[src/rtl/apb_completer_mem_if.sv]
// APB3/APB4 completer bus bundle: master drives the request side, slave answers
// with PREADY/PRDATA/PSLVERR.
interface apb_completer_mem_if #(
  parameter int ADDR_WIDTH = 8,
  parameter int DATA_WIDTH = 32
);
  logic                    PSEL;
  logic                    PENABLE;
  logic                    PWRITE;
  logic [ADDR_WIDTH-1:0]   PADDR;
  logic [DATA_WIDTH-1:0]   PWDATA;
  logic [DATA_WIDTH/8-1:0] PSTRB;
  logic [DATA_WIDTH-1:0]   PRDATA;
  logic                    PREADY;
  logic                    PSLVERR;

  modport master (
    output PSEL, PENABLE, PWRITE, PADDR, PWDATA, PSTRB,
    input  PRDATA, PREADY, PSLVERR
  );

  modport slave (
    input  PSEL, PENABLE, PWRITE, PADDR, PWDATA, PSTRB,
    output PRDATA, PREADY, PSLVERR
  );
endinterface

[src/rtl/apb_completer_mem.sv]
// APB completer with DEPTH x DATA_WIDTH storage, programmable wait states and
// PSLVERR on out-of-range/misaligned access. APB_COMP_PSTRB_EN enables byte strobes.
module apb_completer_mem #(
  parameter int ADDR_WIDTH  = 8,
  parameter int DATA_WIDTH  = 32,
  parameter int DEPTH       = 64,
  parameter int WAIT_CYCLES = 0
) (
  input  logic                PCLK,
  input  logic                PRESET,
  apb_completer_mem_if.slave  bus
);
  localparam int BW   = DATA_WIDTH / 8;
  localparam int OFFW = $clog2(BW);
  localparam int IW   = (DEPTH > 1) ? $clog2(DEPTH) : 1;

  typedef enum logic {IDLE, ACCESS} state_t;

  state_t                state;
  logic [3:0]            wcnt;
  logic [IW-1:0]         idx_q;
  logic                  wr_q;
  logic                  err_q;
  logic [DATA_WIDTH-1:0] wdata_q;
  logic [DATA_WIDTH-1:0] rdata_q;
  logic [DATA_WIDTH-1:0] mem [DEPTH];

  logic [ADDR_WIDTH-1:0] idx_in;
  logic [IW-1:0]         idx_lo;
  logic                  misalign;
  logic                  range_err;
  logic                  strb_err;
  logic                  setup_err;
  logic                  ready;

  assign idx_in    = bus.PADDR >> OFFW;
  assign idx_lo    = idx_in[IW-1:0];
  assign misalign  = |(bus.PADDR & ADDR_WIDTH'(BW - 1));
  assign range_err = 32'(idx_in) >= 32'(DEPTH);

`ifdef APB_COMP_PSTRB_EN
  logic [BW-1:0] strb_q;
  // Strobes on a read are illegal in APB4 and reported as an error.
  assign strb_err = !bus.PWRITE && (bus.PSTRB != '0);
`else
  logic unused_pstrb;
  assign unused_pstrb = ^bus.PSTRB;
  assign strb_err     = 1'b0;
`endif

  assign setup_err = range_err || misalign || strb_err;

  // Completion is decided purely by state/wcnt so PREADY needs no extra register.
  assign ready       = (state == ACCESS) && (wcnt == '0);
  assign bus.PREADY  = ready;
  assign bus.PSLVERR = ready && err_q;
  assign bus.PRDATA  = (ready && !wr_q && !err_q) ? rdata_q : '0;

  always_ff @(posedge PCLK) begin
    if (PRESET) begin
      state   <= IDLE;
      wcnt    <= '0;
      idx_q   <= '0;
      wr_q    <= 1'b0;
      err_q   <= 1'b0;
      wdata_q <= '0;
      rdata_q <= '0;
`ifdef APB_COMP_PSTRB_EN
      strb_q  <= '0;
`endif
      for (int unsigned i = 0; i < DEPTH; i++) begin
        mem[IW'(i)] <= '0;
      end
    end else begin
      case (state)
        IDLE: begin
          if (bus.PSEL && !bus.PENABLE) begin
            idx_q   <= idx_lo;
            wr_q    <= bus.PWRITE;
            err_q   <= setup_err;
            wdata_q <= bus.PWDATA;
            rdata_q <= setup_err ? '0 : mem[idx_lo];
            wcnt    <= 4'(WAIT_CYCLES);
`ifdef APB_COMP_PSTRB_EN
            strb_q  <= bus.PSTRB;
`endif
            state   <= ACCESS;
          end
        end
        ACCESS: begin
          if (!bus.PSEL) begin
            state <= IDLE;
          end else if (wcnt != '0) begin
            if (bus.PENABLE) wcnt <= wcnt - 4'd1;
          end else begin
            state <= IDLE;
            if (wr_q && !err_q) begin
`ifdef APB_COMP_PSTRB_EN
              for (int unsigned b = 0; b < BW; b++) begin
                if (strb_q[b]) mem[idx_q][8*b +: 8] <= wdata_q[8*b +: 8];
              end
`else
              mem[idx_q] <= wdata_q;
`endif
            end
          end
        end
        default: state <= IDLE;
      endcase
    end
  end
endmodule
[src/flat_wrapper.sv]
// flat-port wrapper written by rule: the top's interface ports become plain ports
module apb_completer_mem_flat 
#(
  parameter int ADDR_WIDTH  = 8,
  parameter int DATA_WIDTH  = 32,
  parameter int DEPTH       = 64,
  parameter int WAIT_CYCLES = 0
)
  (PCLK, PRESET, bus_PSEL, bus_PENABLE, bus_PWRITE, bus_PADDR, bus_PWDATA, bus_PSTRB, bus_PRDATA, bus_PREADY, bus_PSLVERR);
  apb_completer_mem_if #(.ADDR_WIDTH(ADDR_WIDTH), .DATA_WIDTH(DATA_WIDTH)) bus_i ();
  input  logic PCLK;
  input  logic PRESET;
  input wire logic [$bits(bus_i.PSEL)-1:0] bus_PSEL;
  input wire logic [$bits(bus_i.PENABLE)-1:0] bus_PENABLE;
  input wire logic [$bits(bus_i.PWRITE)-1:0] bus_PWRITE;
  input wire logic [$bits(bus_i.PADDR)-1:0] bus_PADDR;
  input wire logic [$bits(bus_i.PWDATA)-1:0] bus_PWDATA;
  input wire logic [$bits(bus_i.PSTRB)-1:0] bus_PSTRB;
  output wire logic [$bits(bus_i.PRDATA)-1:0] bus_PRDATA;
  output wire logic [$bits(bus_i.PREADY)-1:0] bus_PREADY;
  output wire logic [$bits(bus_i.PSLVERR)-1:0] bus_PSLVERR;
  assign bus_i.PSEL = bus_PSEL;
  assign bus_i.PENABLE = bus_PENABLE;
  assign bus_i.PWRITE = bus_PWRITE;
  assign bus_i.PADDR = bus_PADDR;
  assign bus_i.PWDATA = bus_PWDATA;
  assign bus_i.PSTRB = bus_PSTRB;
  assign bus_PRDATA = bus_i.PRDATA;
  assign bus_PREADY = bus_i.PREADY;
  assign bus_PSLVERR = bus_i.PSLVERR;
  apb_completer_mem #(.ADDR_WIDTH(ADDR_WIDTH), .DATA_WIDTH(DATA_WIDTH), .DEPTH(DEPTH), .WAIT_CYCLES(WAIT_CYCLES)) u_core (.PCLK(PCLK), .PRESET(PRESET), .bus(bus_i));
endmodule
[config.mk]
export PLATFORM = sky130hd
export DESIGN_NAME = apb_completer_mem_flat
export DESIGN_NICKNAME = d
export VERILOG_FILES = /design/src/rtl/apb_completer_mem_if.sv /design/src/rtl/apb_completer_mem.sv /design/src/flat_wrapper.sv
export SDC_FILE = /design/constraint.sdc
export NUM_CORES = 2
export LEC_CHECK = 0
export CAP_MARGIN = 20
export CELL_PAD_IN_SITES_DETAIL_PLACEMENT = 2
export CELL_PAD_IN_SITES_GLOBAL_PLACEMENT = 2
export CORE_ASPECT_RATIO = 0.8
export CORE_MARGIN = 3
export CORE_UTILIZATION = 51
export CTS_CLUSTER_DIAMETER = 120
export DETAILED_ROUTE_END_ITERATION = 12
export PLACE_DENSITY = 0.85
export SLEW_MARGIN = 5
export SYNTH_ARGS = -nofsm -noshare
export SYNTH_HDL_FRONTEND = slang
export SYNTH_SLANG_ARGS = --single-unit
export TNS_END_PERCENT = 100
[constraint.sdc]
create_clock -name PCLK -period 7.5 [get_ports PCLK]
set_input_delay 0.75 -clock PCLK [delete_from_list [all_inputs] [get_ports PCLK]]
set_output_delay 0.75 -clock PCLK [all_outputs]
set_load 0.02 [all_outputs]
==> results.json <==
{
  "status": "finished, violations left",
  "violations": "max-capacitance violations, max-slew violations",
  "cts_resized": 0,
  "wire_per_inst_um": 47.5,
  "critical_path_class": "flip-flop to output port",
  "yosysTopAreaCell": "edfxtp_1",
  "switching_share_pct": 26.4,
  "cts_made_buffers": 208,
  "timing.max_cap.violations": 1,
  "htreeDepth": 4,
  "cp_slowest_stage_delay_ns": 1.06,
  "path_clk_slew_ns": 0.07,
  "met1_usage_pct": 53.5,
  "max_freq_ghz": 0.177,
  "slew_headroom_pct": -30.4,
  "p_int_mw": 19.5,
  "pin_count": 83,
  "grt_usage_pct": 40.6,
  "clock_path_buffers": 3,
  "setup_viol": 0,
  "irDropWorstVdd_mv": 0.276,
  "cp_num_buf_inv": 2,
  "port_buffers": 78,
  "pre_cts_slack_ns": 2.41,
  "hold_viol_final": 0,
  "clkPwrFrac_pct": 41.1,
  "cp_slowest_cell": "nor2b_4",
  "gr-total-overflow": 0,
  "ys_seq_elements": 2125,
  "crit_chain": "inv_1 > ha_1 > and4bb_2 > nor2b_1 > nor2b_4 > and2_1 > clkdlybuf4s50_1",
  "synth_cell_types": 51,
  "ys.flop_type": "edfxtp_1",
  "p_seq_share_pct": 51.2,
  "grt_max_degree": 88,
  "antenna_left": 0,
  "clock_latency_ns": 0.92,
  "syn_inst": 6388,
  "met2_usage_pct": 63.0,
  "dp_hpwl_um": 210000,
  "worst_setup_path_start_kind": "flip-flop",
  "power_density_nw_per_um2": 250,
  "drive_gt1_share_pct": 16.8,
  "period_share_pct": 75.3,
  "fp.coreArea_um2": 186000,
  "setup.worst_path.start": "u_core.wcnt[0]$_SDFFE_PP0P_",
  "min_from": "bus_PWDATA[15]",
  "synth_area_per_cell_um2": 15.1,
  "drc": 0,
  "reg2reg_slack_ns": 2.17,
  "routed_via_density": 7.25,
  "tightest_slew_ns": 1.94,
  "use_met3_pct": 10.4,
  "clock_sinks": 2125,
  "setup_tns_ns": 0,
  "syn_nets": 6438,
  "crit_arrival_ns": 4.90,
  "endpoint_kind": "output port",
  "yosys_warnings": 0,
  "r2r_start": "u_core.wcnt[0]$_SDFFE_PP0P_",
  "die_area_um2": 194000,
  "grt_setup_unrepaired": "no",
  "dr.first_iter.drc_count": 12100,
  "setup_ws_ns": 1.85,
  "synth_edf_count": 2048,
  "synth_top_area_share_pct": 63.9,
  "cp.depth": 7,
  "place_area_um2": 98900,
  "p_switching_mw": 6.98,
  "postCtsSetupBuffers": 0,
  "syn-cell-area_um2": 96300,
  "nets": 6266,
  "timing.rr.end": "u_core.mem[9][3]$_SDFFCE_PN0P_",
  "antenna_found_initial": 67,
  "final_cell_mix": "and2_1, edfxtp_1, mux4_2",
  "finalMaxSlewViolations": 2,
  "final_area_um2": 106000,
  "path_max_fanout": 32,
  "busiest_layer": "met2",
  "endpoint": "bus_PRDATA[30]",
  "start_util_pct": 51.7,
  "cts_tree": "done",
  "crit_family": "simple AND/OR/NAND/NOR gates",
  "dp.cells": 8478,
  "cts_root_buf": "clkbuf_16",
  "syn_to_final_growth_pct": 10.1,
  "final_cells": 8914,
  "die_w_um": 492,
  "dr.pass1.iters": 6,
  "hp-class": "primary input to flip-flop",
  "grt_pass1_wl_um": 554000,
  "gp_congestion": 0.861,
  "dieHeight_um": 395,
  "cp.required_ns": 6.75,
  "finClkSkew_ns": 0.0643,
  "final_common_cell": "and2_1",
  "cts_hold_buffers": 0,
  "finalCriticalPeriod_ns": 5.65,
  "ys_async_sr_fraction_pct": 0,
  "postRouteWirelength_um": 424000,
  "grt_pass1_vias": 64200,
  "reg2reg_depth": 8,
  "synthTopCellsByArea": "edfxtp_1, and2_1, mux4_2",
  "rows": 141,
  "ys_seq_area_share_pct": 65.5,
  "vias": 64600,
  "p_leak_nw": 38.5,
  "pwr-share-comb_pct": 7.7
}
## cell families (layout without fill, tap and decap cells)
group                    Yosys count  in the layout  share of synthesized area (%)
buffers and inverters            645            648                           2.95
flip-flops                      2125           2125                           65.5
AO/OA/AOI/OAI                    376            376                           2.56
multiplexers                     793            793                           13.6
adder cells (fa/ha/maj)            1              1                         0.0130
other                              0             21                              0
XOR/XNOR                           2              2                         0.0182
AND/OR/NAND/NOR                 2446           2446                           15.4
## worst register-to-register path: stages (launching register included)
cell	delay, ns
dfxtp_1	0.35
inv_1	0.10
ha_1	0.18
and4bb_2	0.29
nor2b_1	0.53
and4_1	0.46
nand2_1	0.89
nor2_2	1.11
or2_2	1.00
## per-layer routing
metal,routed length [µm],part of all wire (%)
met1,146000,34
met2,194000,46
met3,55600,13
met4,28000,6.6
met5,293,0.069
## area by class of cell
cell class	count	area (µm²)
clock buffer	286	5800
fill	15900	80200
clock inverter	99	587
inverter	4	15.0
timing repair buffer	259	2680
multi-input combinational	3618	30600
tap	2502	3130
antenna	21	52.6
sequential	2125	63100
## sequential cells by signal (all words and copies together), names as in the netlist
register / flops
u_core.err_q: 1
u_core.idx_q: 6
u_core.mem: 2048
u_core.rdata_q: 32
u_core.state: 1
u_core.wcnt: 4
u_core.wdata_q: 32
u_core.wr_q: 1
## synth_stat cells (5+ instances only)
cell type / n
mux4_2: 409
o211ai_1: 7
a21oi_1: 128
buf_6: 25
dfxtp_1: 77
and2_1: 2088
a22oi_1: 163
mux2_2: 37
nor4_1: 16
buf_1: 12
nor2_1: 90
clkbuf_1: 506
o31ai_1: 6
a211oi_1: 11
edfxtp_1: 2048
o22ai_1: 11
buf_2: 56
nor2b_1: 19
buf_4: 41
mux2i_1: 347
o21ai_0: 23
nand2_1: 118
a221o_1: 7
or2_2: 65
nand3_1: 19
and3_1: 5
## stage by stage
| stage | hold WS [ns] | power (mW) | util, % |
|---|---|---|---|
| 3_5_place_dp | 0.473 | 15.6 | 53.1 |
| 2_1_floorplan | 0.417 | 14.7 | - |
| 6_report | 0.439 | 26.5 | 56.9 |
| 5_1_grt | 0.440 | 26.8 | 56.9 |
| 3_3_place_gp | 0.434 | 15.4 | 53.1 |
| 4_1_cts | 0.420 | 26.0 | 56.6 |
## worst min-delay path by stage
| stage | end | slack [ns] | cells after the start |
|---|---|---|---|
| global placement | u_core.rdata_q[10]$_SDFFE_PP0P_ | 0.43 | 2 |
| floorplan | u_core.rdata_q[10]$_SDFFE_PP0P_ | 0.42 | 2 |
| CTS | u_core.wdata_q[15]$_SDFFE_PP0P_ | 0.42 | 3 |
| finish | u_core.wdata_q[15]$_SDFFE_PP0P_ | 0.44 | 3 |
| detailed placement | u_core.rdata_q[7]$_SDFFE_PP0P_ | 0.47 | 1 |
| global route | u_core.wdata_q[15]$_SDFFE_PP0P_ | 0.44 | 3 |
## power by group through the flow
stage / clock (mW) / combinational, mW / sequential [mW]
global route: 11.2 / 2.02 / 13.6
CTS: 10.6 / 1.87 / 13.6
floorplan: 0 / 1.02 / 13.7
global placement: 0 / 1.73 / 13.7
detailed placement: 0 / 1.81 / 13.8
finish: 10.9 / 2.03 / 13.6
No activity file was read; power rests on OpenSTA's default activity.
